**src/rtl/bkg_read_arbiter.sv**
```systemverilog
// Shares the background RAM read port between display fetch (high priority) and game probe.
// Optional BKG_ARB_FORCE_EN: a starved game request beats a new display request, which is parked for one cycle.
module bkg_read_arbiter #(
    parameter int WIDTH    = 160,
    parameter int HEIGHT   = 160,
    parameter int MAX_WAIT = 16
) (
    input  logic        Clk,
    input  logic        Reset,
    input  logic [7:0]  scroll,
    input  logic        dsp_req,
    input  logic [7:0]  dsp_row,
    input  logic [7:0]  dsp_col,
    output logic        dsp_valid,
    output logic [23:0] dsp_data,
    input  logic        gm_req,
    input  logic [7:0]  gm_row,
    input  logic [7:0]  gm_col,
    output logic        gm_ack,
    output logic        gm_valid,
    output logic [23:0] gm_data,
    output logic [14:0] ram_read_address,
    input  logic [23:0] ram_data_Out,
    output logic        gm_starved,
    output logic        dsp_drop
);

    function automatic logic [14:0] calc_addr(input logic [7:0] row, input logic [7:0] col,
                                              input logic [7:0] scr);
        logic [8:0]  eff;
        logic [31:0] lin;
        eff = {1'b0, row} + {1'b0, scr};
        if (eff >= 9'(HEIGHT))
            eff = eff - 9'(HEIGHT);
        lin = 32'(eff) * 32'(WIDTH) + 32'(col);
        return lin[14:0];
    endfunction

    logic [14:0] addr_q;
    logic [7:0]  wait_q, wait_d;
    logic        drop_q;
    logic        pend_valid_q, pend_oor_q;
    logic [14:0] pend_addr_q;
    logic        s1_dsp_q, s1_gm_q, s1_oor_q;
    logic        s2_dsp_q, s2_gm_q, s2_oor_q;

    logic [14:0] dsp_addr, gm_addr, iss_addr;
    logic        dsp_oor, gm_oor, iss_oor, iss_any;
    logic        force_gm, grant_dsp, grant_gm;

    assign dsp_addr = calc_addr(dsp_row, dsp_col, scroll);
    assign gm_addr  = calc_addr(gm_row, gm_col, scroll);
    assign dsp_oor  = (32'(dsp_row) >= 32'(HEIGHT)) || (32'(dsp_col) >= 32'(WIDTH));
    assign gm_oor   = (32'(gm_row) >= 32'(HEIGHT)) || (32'(gm_col) >= 32'(WIDTH));

    assign gm_starved = (wait_q >= 8'(MAX_WAIT));

`ifdef BKG_ARB_FORCE_EN
    assign force_gm = !pend_valid_q && dsp_req && gm_req && gm_starved;
`else
    assign force_gm = 1'b0;
`endif

    // A parked display request always wins; a coinciding new dsp_req is lost.
    assign grant_dsp = !pend_valid_q && dsp_req && !force_gm;
    assign grant_gm  = gm_req && !pend_valid_q && (!dsp_req || force_gm);
    assign gm_ack    = grant_gm && !Reset;

    always_comb begin
        iss_any  = 1'b0;
        iss_addr = 15'd0;
        iss_oor  = 1'b0;
        if (pend_valid_q) begin
            iss_any  = 1'b1;
            iss_addr = pend_addr_q;
            iss_oor  = pend_oor_q;
        end else if (grant_dsp) begin
            iss_any  = 1'b1;
            iss_addr = dsp_addr;
            iss_oor  = dsp_oor;
        end else if (grant_gm) begin
            iss_any  = 1'b1;
            iss_addr = gm_addr;
            iss_oor  = gm_oor;
        end
    end

    always_comb begin
        wait_d = wait_q;
        if (!gm_req || grant_gm)
            wait_d = 8'd0;
        else if (wait_q != 8'hFF)
            wait_d = wait_q + 8'd1;
    end

    always_ff @(posedge Clk) begin
        if (Reset) begin
            addr_q       <= 15'd0;
            wait_q       <= 8'd0;
            drop_q       <= 1'b0;
            pend_valid_q <= 1'b0;
            pend_oor_q   <= 1'b0;
            pend_addr_q  <= 15'd0;
            s1_dsp_q     <= 1'b0;
            s1_gm_q      <= 1'b0;
            s1_oor_q     <= 1'b0;
            s2_dsp_q     <= 1'b0;
            s2_gm_q      <= 1'b0;
            s2_oor_q     <= 1'b0;
        end else begin
            // Out-of-range requests leave the RAM address where it was.
            if (iss_any && !iss_oor)
                addr_q <= iss_addr;
            wait_q       <= wait_d;
            if (pend_valid_q && dsp_req)
                drop_q <= 1'b1;
            pend_valid_q <= force_gm;
            if (force_gm) begin
                pend_addr_q <= dsp_addr;
                pend_oor_q  <= dsp_oor;
            end
            s1_dsp_q <= pend_valid_q || grant_dsp;
            s1_gm_q  <= grant_gm;
            s1_oor_q <= iss_oor;
            s2_dsp_q <= s1_dsp_q;
            s2_gm_q  <= s1_gm_q;
            s2_oor_q <= s1_oor_q;
        end
    end

    assign ram_read_address = addr_q;
    assign dsp_drop         = drop_q;
    assign dsp_valid        = s2_dsp_q;
    assign gm_valid         = s2_gm_q;
    assign dsp_data         = (s2_dsp_q && !s2_oor_q) ? ram_data_Out : 24'h000000;
    assign gm_data          = (s2_gm_q && !s2_oor_q) ? ram_data_Out : 24'h000000;

endmodule
```
**config.mk**
```make
export PLATFORM = sky130hd
export DESIGN_NAME = bkg_read_arbiter
export DESIGN_NICKNAME = d
export VERILOG_FILES = /design/src/rtl/bkg_read_arbiter.sv
export SDC_FILE = /design/constraint.sdc
export NUM_CORES = 1
export LEC_CHECK = 0
export ABC_CLOCK_PERIOD_IN_PS = 15300
export CORE_MARGIN = 4
export CORE_UTILIZATION = 48
export CTS_CLUSTER_DIAMETER = 120
export DETAILED_ROUTE_END_ITERATION = 8
export GPL_TIMING_DRIVEN = 0
export PLACE_DENSITY_LB_ADDON = 0.15
export REMOVE_ABC_BUFFERS = 1
export SLEW_MARGIN = 20
export SYNTH_ARGS = -nofsm -noshare
export SYNTH_HDL_FRONTEND = slang
export SYNTH_SLANG_ARGS = --single-unit
```
**constraint.sdc**
```tcl
create_clock -name Clk -period 15.3 [get_ports Clk]
set_input_delay 1.53 -clock Clk [delete_from_list [all_inputs] [get_ports Clk]]
set_output_delay 1.53 -clock Clk [all_outputs]
set_load 0.05 [all_outputs]
```
* After elaboration in Yosys (flattened, before gate mapping)
Index checks and enable logic that the tools add are counted.
** Word-level totals
- Bits in registers :: 29
- Bits in latches :: 0
- Bits in writable memories :: 0
- Bits in read-only memories :: 0
- Input port bits :: 68
- Output and inout port bits :: 68
- Word-level logic and storage cells :: 49
- Memories :: 0
** Operators by class
- Add/subtract/negate cells :: 7
- Multipliers :: 2
- Div/mod/pow operators :: 0
- Magnitude comparators :: 7
- Equal/unequal tests :: 1
- Shifts and indexed selects :: 0
- Muxes and demuxes :: 10
- Bitwise gates (word level) :: 0
- Reduce and logical (&&, ||, !) cells :: 14
** Operator list (number)
- 2-to-1 mux 24 bit :: 2
- >= comparator 8 bit (second input constant) :: 4
- adder 15 x 8 -> 15 bit :: 2
- 2-to-1 mux 15 bit :: 2
- multiplier 9 x 3 -> 10 bit (second input constant) :: 2
- adder 8 x 8 -> 9 bit :: 2
- >= comparator 9 x 8 -> 1 bit (second input constant) :: 2
- 2-to-1 mux 9 bit :: 2
- subtractor 9 x 8 -> 9 bit (second input constant) :: 2
- adder 8 x 1 -> 8 bit (second input constant) :: 1
- >= comparator 8 x 5 -> 1 bit (second input constant) :: 1
- != test 8 bit (second input constant) :: 1
- logical AND 1 bit :: 5
- logical NOT 1 bit :: 5
- 2-to-1 mux 1 bit :: 4
- logical OR 1 bit :: 3
- OR reduction 2 bit :: 1

* Longest topological paths before layout
Gate-level depths: netlist of run 1.
- Depth after elaboration :: 7
- Mapped depth :: 20
- Depth with buffers taken out :: 20

* Worst setup path before layout of run 1
Ideal clock, no wire load.
- Kind :: input port to flip-flop
- Start point :: input scroll[0]
- End point :: register addr_q[14], in the netlist ram_read_address[14]
- Setup time :: 0.119 ns
- Data arrival time :: 5.846 ns
- Required time :: 15.181 ns
- Path slack :: 9.336 ns
- Stages on the path :: 20
- Buffers on the path :: 0
- Cell sequence :: ha_1 > fa_1 > a21o_1 > a211o_1 > a21oi_1 > xor2_1 > ha_1 > nand2_1 > a21boi_0 > xor2_1 > ha_1 > ha_1 > o21ai_0 > nor2_1 > nor4_1 > and3_1 > and3_1 > xnor2_1 > xnor2_2 > o221a_1
** Between the ends
- Longest elaborated chain between the ends :: 7
- Elaborated cells between the ends (all ways) :: 14
- Those cells by class :: 6 x add/sub; 2 x mul; 2 x order compare; 4 x mux
** Ends and longest elaborated chain
- start, declared :: RTL line 10 : input logic [7:0] scroll,
- adder 8 x 8 -> 9 bit :: RTL line 32 : eff = {1'b0, row} + {1'b0, scr};
- subtractor 9 x 8 -> 9 bit / >= comparator 9 x 8 -> 1 bit (equally long branches) :: RTL line 34, 33
- 2-to-1 mux 9 bit :: RTL line 33 : if (eff >= 9'(HEIGHT))
- multiplier 9 x 3 -> 10 bit :: RTL line 35 : lin = 32'(eff) * 32'(WIDTH) + 32'(col);
- adder 15 x 8 -> 15 bit :: RTL line 35
- 2-to-1 mux 15 bit :: RTL line 81 : end else if (grant_gm) begin
- 2-to-1 mux 15 bit * :: RTL line 77 : end else if (grant_dsp) begin
- end signal, assigned :: RTL line 113 : addr_q <= iss_addr;
- end, declared :: RTL line 39 : logic [14:0] addr_q;
Every way passes the cells marked *; elsewhere a longest branch is shown, timed or not.
A chain may end at the register's enable or synchronous reset.

* Worst setup path in the final report of run 1
Ends and elaborated chain as after synthesis.

==> reports/metrics.yaml, run 1 <==
critPathMaxStageDelay_ns: 0.44
ys_warn_count: 0
tritoncts: "done"
dieArea_um2: 8460
ctsHoldBuffers: 0
insertion_delay_ns: 0.28
layout_commonest_cell: "clkdlybuf4s50_1"
max-vdd-ir-drop_mv: 0.0571
arrival_ns: 6.77
fmax_ghz: 0.152
globalRouteOverflowTotal: 0
viasPerCell: 5.35
grt_pass1_wl_um: 15700
drv_slew: 0
hpwl_um: 8310
synth-edff-count: 0
cp_common_cell: "ha_1"
seq_area_frac_synth: 0.171
fin_util: 0.716
grt_pass1_vias: 3347
synthFlopType: "dfxtp_1"
drive_gt1_frac: 0.0458
port_buffers: 134
fp.dieW_um: 92.0
cts_root_buf: "clkbuf_8"
status: "complete, no violations"
synth.distinct_cells: 60
ant_nets: 0
antennaDiodeCount: 0
dr.pass1.iters: 4
period_share: 0.431
cp_max_fo: 5
num_vias: 3432
syn_inst: 415
gr-usage-all-layers: 0.227
postCtsSetupBuffers: 0
wl_per_cell_um: 15.0
htreeDepth: 2
synth_area_um2: 3390
drtIter0Drc: 151
clkSinkCount: 29
synth_top_area_cell: "ha_1"
slew_headroom: 0.464
hp-class: "reg2reg"
ctsResizeCount: 0
crit_chain: "clkdlybuf4s50_1, ha_1, fa_1, a21o_1, a211o_1, a21oi_1, xor2_1, ha_1, nand2_1, a21boi_0, xor2_1, ha_1, ha_1, o21ai_0, nor2_1, nor4_1, and3_1, and3_1, xnor2_1, xnor2_2, o221a_1"
mostFrequentLayoutCells: "134 x clkdlybuf4s50_1, 51 x ha_1, 48 x and2_1"
synthToLayoutAreaGrowth_pct: 44.4
fp.coreArea_um2: 6830
start_kind: "primary input"
wl_um: 9610
fillers: 587
drc_errors: 0
grt_max_degree: 25
setup_tns_ns: 0
finalHoldViolCount: 0
crit_family: "adder cells"
clkSlewWorstSetupHoldPaths_ns: 0.06
end_kind: "flip-flop"
yosysTopAreaCellShare: 0.188
io_pins: 136
finalCriticalPeriod_ns: 6.60
rows: 30
start_util: 0.496
critPathSlowestCell: "clkdlybuf4s50_1"
p_per_area_nw_per_um2: 106
fp.dieH_um: 92.0
maxCapViolations: 0
clockBufferDepth: 2
nets: 670
tightestPinTransition_ns: 0.802
async_flop_share: 0
path_buf_inv: 1
skew_ns: 0.00484
critPathKind: "in2reg"
cts_buffers: 5
gp_congestion: 0.875
worstPathRequired_ns: 15.47
p_leak_nw: 1.99
ys_seq_elements: 29
antenna_found_initial: 0
avgSynthCellArea_um2: 8.16
synth_area_leaders: "ha_1 19%, dfxtp_1 17%, and2_1 8.9%"
finalSetupViolations: 0
rsz0062_at_grt: "false"
[layer usage]
layer,up-vias,track usage,part of all wire
li1,1750,-,-
met3,20,0.0476,0.066
met1,1535,0.248,0.40
met4,0,0.0656,0.020
met5,-,0,0
met2,127,0.434,0.51
[final cells by class]
| cell class | count | area, um^2 | share of cell area |
|---|---|---|---|
| multi-input cells | 360 | 2710 | 0.554 |
| well taps | 96 | 120 | 0.0246 |
| repair buffers | 134 | 1340 | 0.274 |
| clock buffers | 6 | 72.6 | 0.0148 |
| clock inverters | 2 | 10.0 | 0.00205 |
| inverters | 15 | 56.3 | 0.0115 |
| flip-flops and latches | 29 | 581 | 0.119 |
[metrics by stage]
step	instance area, um^2	setup WS, ns	std cells	hold WS [ns]	total power, mW
final	4890	8.70	642	0.440	0.516
after CTS	4880	8.71	642	0.446	0.517
after floorplan	3340	9.34	404	0.414	0.363
after global placement	4800	8.55	634	0.419	0.443
after detailed placement	4800	8.42	634	0.431	0.456
after global routing	4890	8.40	642	0.473	0.558
[power breakdown]
| part | internal [mW] | switching [mW] | leakage [nW] |
|---|---|---|---|
| Sequential | 0.0817 | 0.00288 | 0.238 |
| Clock | 0.0314 | 0.0274 | 0.0450 |
| Combinational | 0.169 | 0.204 | 1.71 |
| Total | 0.282 | 0.234 | 1.99 |
[sequential cells by signal, indices dropped and copies added (netlist names)]
signal	flops
gm_valid	1
s1_dsp_q	1
s2_oor_q	1
s1_gm_q	1
dsp_valid	1
wait_q	8
ram_read_address	15
s1_oor_q	1
[synth_stat cells, drive strengths merged, types with 4 or more instances]
master and number:
a211oi 18, a21o 10, a21oi 20, a22oi 4, and2 48, and3 4, clkbuf 10, dfxtp 29
fa 6, ha 51, inv 14, nand2 13, nand3 11, nor2 46, nor2b 12, nor3 11
o21a 4, o21ai 16, o21bai 5, o22ai 6, xnor2 24, xor2 13
[final timing paths]
path,from,endpoint,depth (start not counted),slack [ns]
worst max-delay path,scroll[0],ram_read_address[14],21,8.70
worst min-delay path,s1_gm_q,gm_valid,1,0.44
worst max register to register,wait_q[1],wait_q[5],6,13.80
worst min register to register,s1_gm_q,gm_valid,1,0.44
[kinds of logic after synthesis]
group | synth area share
AO/OA/AOI/OAI | 0.205
XOR/XNOR | 0.0979
adder cells (fa/ha/maj) | 0.224
buffers and inverters | 0.0299
flip-flops | 0.171
multiplexers | 0.0185
other | 0.00111
AND/OR/NAND/NOR | 0.252
No activity file was read; power rests on OpenSTA's default activity.
==> run 2: changes to the inputs <==
--- a/config.mk
+++ b/config.mk
@@ -5,9 +5,9 @@
 export SDC_FILE = /design/constraint.sdc
 export NUM_CORES = 1
 export LEC_CHECK = 0
-export ABC_CLOCK_PERIOD_IN_PS = 15300
+export ABC_CLOCK_PERIOD_IN_PS = 6800
 export CORE_MARGIN = 4
-export CORE_UTILIZATION = 48
+export CORE_UTILIZATION = 45
 export CTS_CLUSTER_DIAMETER = 120
 export DETAILED_ROUTE_END_ITERATION = 8
 export GPL_TIMING_DRIVEN = 0
==> constraint.sdc (replaced) <==
create_clock -name Clk -period 6.8 [get_ports Clk]
set_input_delay 0.68 -clock Clk [delete_from_list [all_inputs] [get_ports Clk]]
set_output_delay 0.68 -clock Clk [all_outputs]
set_load 0.05 [all_outputs]
==> reports/metrics.yaml, run 2 (same netlist as run 1, synthesis figures left out) <==
hold_slack_ns: 0.444  # +0.00356 ns
start_util: 0.464  # -0.0313
port_buffers: 134  # unchanged
multi_input_area_um2: 2710  # unchanged
num_vias: 3390  # -1.2%
largest_reg_flops: 15  # unchanged
crit_family: "adder cells"
drive_gt1_frac: 0.0476  # +0.00183
worstPathRequired_ns: 6.97  # -8.50 ns
grt_pass1_vias: 3291  # -1.7%
fmax_ghz: 0.173
critPathMaxStageDelay_ns: 0.47  # +0.03 ns
crit_chain: "clkdlybuf4s50_1, ha_1, fa_1, a21o_1, a211o_1, a21oi_1, xor2_1, ha_1, nand2_1, a21boi_0, xor2_1, ha_1, ha_1, o21ai_0, nor2_1, nor4_1, and3_1, and3_1, xnor2_1, xnor2_2, o221a_1"
gr-usage-all-layers: 0.208  # -0.0189
finalHoldViolCount: 0  # unchanged
start_kind: "primary input"
status: "complete, no violations"
viasPerCell: 5.26  # -1.7%
grt_pass1_wl_um: 15200  # -3.1%
tritoncts: "done"
postCtsSetupBuffers: 0  # unchanged
rows: 31  # +3.3%
fp.dieW_um: 94.7  # +3.0%
arrival_ns: 5.96  # -0.81 ns
io_pins: 136  # unchanged
drv_slew: 0  # unchanged
end_kind: "flip-flop"
seqCellArea_um2: 581  # unchanged
maxCapViolations: 0  # unchanged
clockBufferDepth: 2  # unchanged
fp.coreArea_um2: 7290  # +6.7%
cts_buffers: 5  # unchanged
mostFrequentLayoutCells: "134 x clkdlybuf4s50_1, 51 x ha_1, 48 x and2_1"
wl_per_cell_um: 14.8  # -0.89%
skew_ns: 0.00674  # +0.00190 ns
tightestPinTransition_ns: 0.771  # -0.0308 ns
ant_nets: 0  # unchanged
clkSlewWorstSetupHoldPaths_ns: 0.07  # about the same
dr.pass1.iters: 4  # unchanged
ctsResizeCount: 0  # unchanged
cp_max_fo: 5  # unchanged
critPathKind: "in2reg"
globalRouteOverflowTotal: 0  # unchanged
drc_errors: 0  # unchanged
rsz0062_at_grt: "false"
nets: 670  # unchanged
grt_max_degree: 25  # unchanged
finalSetupViolations: 0  # unchanged
layout_commonest_cell: "clkdlybuf4s50_1"
hp-class: "reg2reg"
path_buf_inv: 1  # unchanged
antenna_found_initial: 0  # unchanged
cp_common_cell: "ha_1"
cts_root_buf: "clkbuf_8"
finalCriticalPeriod_ns: 5.79
p_per_area_nw_per_um2: 243  # +130%
wl_um: 9570  # -0.43%
fp.dieH_um: 94.7  # +3.0%
insertion_delay_ns: 0.27  # about the same
hpwl_um: 8170  # -1.7%
gp_congestion: 0.857  # -2.1%
synthToLayoutAreaGrowth_pct: 45.6
clkSinkCount: 29  # unchanged
htreeDepth: 2  # unchanged
antennaDiodeCount: 0  # unchanged
dieArea_um2: 8980  # +6.1%
p_leak_nw: 2.00  # +0.63%
period_share: 0.851
ctsHoldBuffers: 0  # unchanged
setup_tns_ns: 0  # unchanged
fillers: 625  # +6.5%
slew_headroom: 0.486  # +0.0222
drtIter0Drc: 184  # +22%
critPathSlowestCell: "clkdlybuf4s50_1"
max-vdd-ir-drop_mv: 0.119  # +110%
==> run 2: worst register-to-register path: cells and delay by family, from the launching register on <==
family	cells	cell delay (ns)
adder cells (fa/ha/maj)	1	0.21
flip-flops	1	0.35
XOR/XNOR	1	0.14
AND/OR/NAND/NOR	4	0.69
==> run 2: power by group <==
| part | switching, mW | internal [mW] |
|---|---|---|
| registers | 0.00713 | 0.184 |
| clock network | 0.0652 | 0.119 |
| logic | 0.445 | 0.378 |
| total | 0.517 | 0.680 |
==> run 2: routing by layer <==
metal  wire (um)  global-route usage  share of wire
met5           0                   0              0
met2        5010               0.400           0.52
met3         693              0.0486          0.072
met1        3790               0.228           0.40
met4          70              0.0445         0.0073
==> run 2: final timing paths <==
path	startpoint	end	slack (ns)	cells past startpoint
hold reg to reg	s1_oor_q	s2_oor_q	0.44	1
hold / removal	s1_oor_q	s2_oor_q	0.44	1
setup reg to reg	wait_q[1]	wait_q[5]	5.31	6
setup / recovery	scroll[0]	ram_read_address[14]	1.01	21
==> run 2: final cells by class <==
type	instances	area share
well taps	99	0.0251
inverters	15	0.0114
clock inverters	2	0.00761
clock buffers	6	0.0167
multi-input cells	360	0.549
repair buffers	134	0.272
flip-flops and latches	29	0.118
==> run 2: per-stage QoR <==
step / util / power [mW] / setup WS (ns) / std cells / cell area, um^2
2_1_floorplan: - / 0.818 / 1.69 / 404 / 3340
3_5_place_dp: 0.659 / 1.02 / 0.672 / 637 / 4810
4_1_cts: 0.676 / 1.21 / 0.952 / 645 / 4930
5_1_grt: 0.676 / 1.30 / 0.617 / 645 / 4930
3_3_place_gp: 0.659 / 0.999 / 0.825 / 637 / 4810
6_report: 0.676 / 1.20 / 1.01 / 645 / 4930
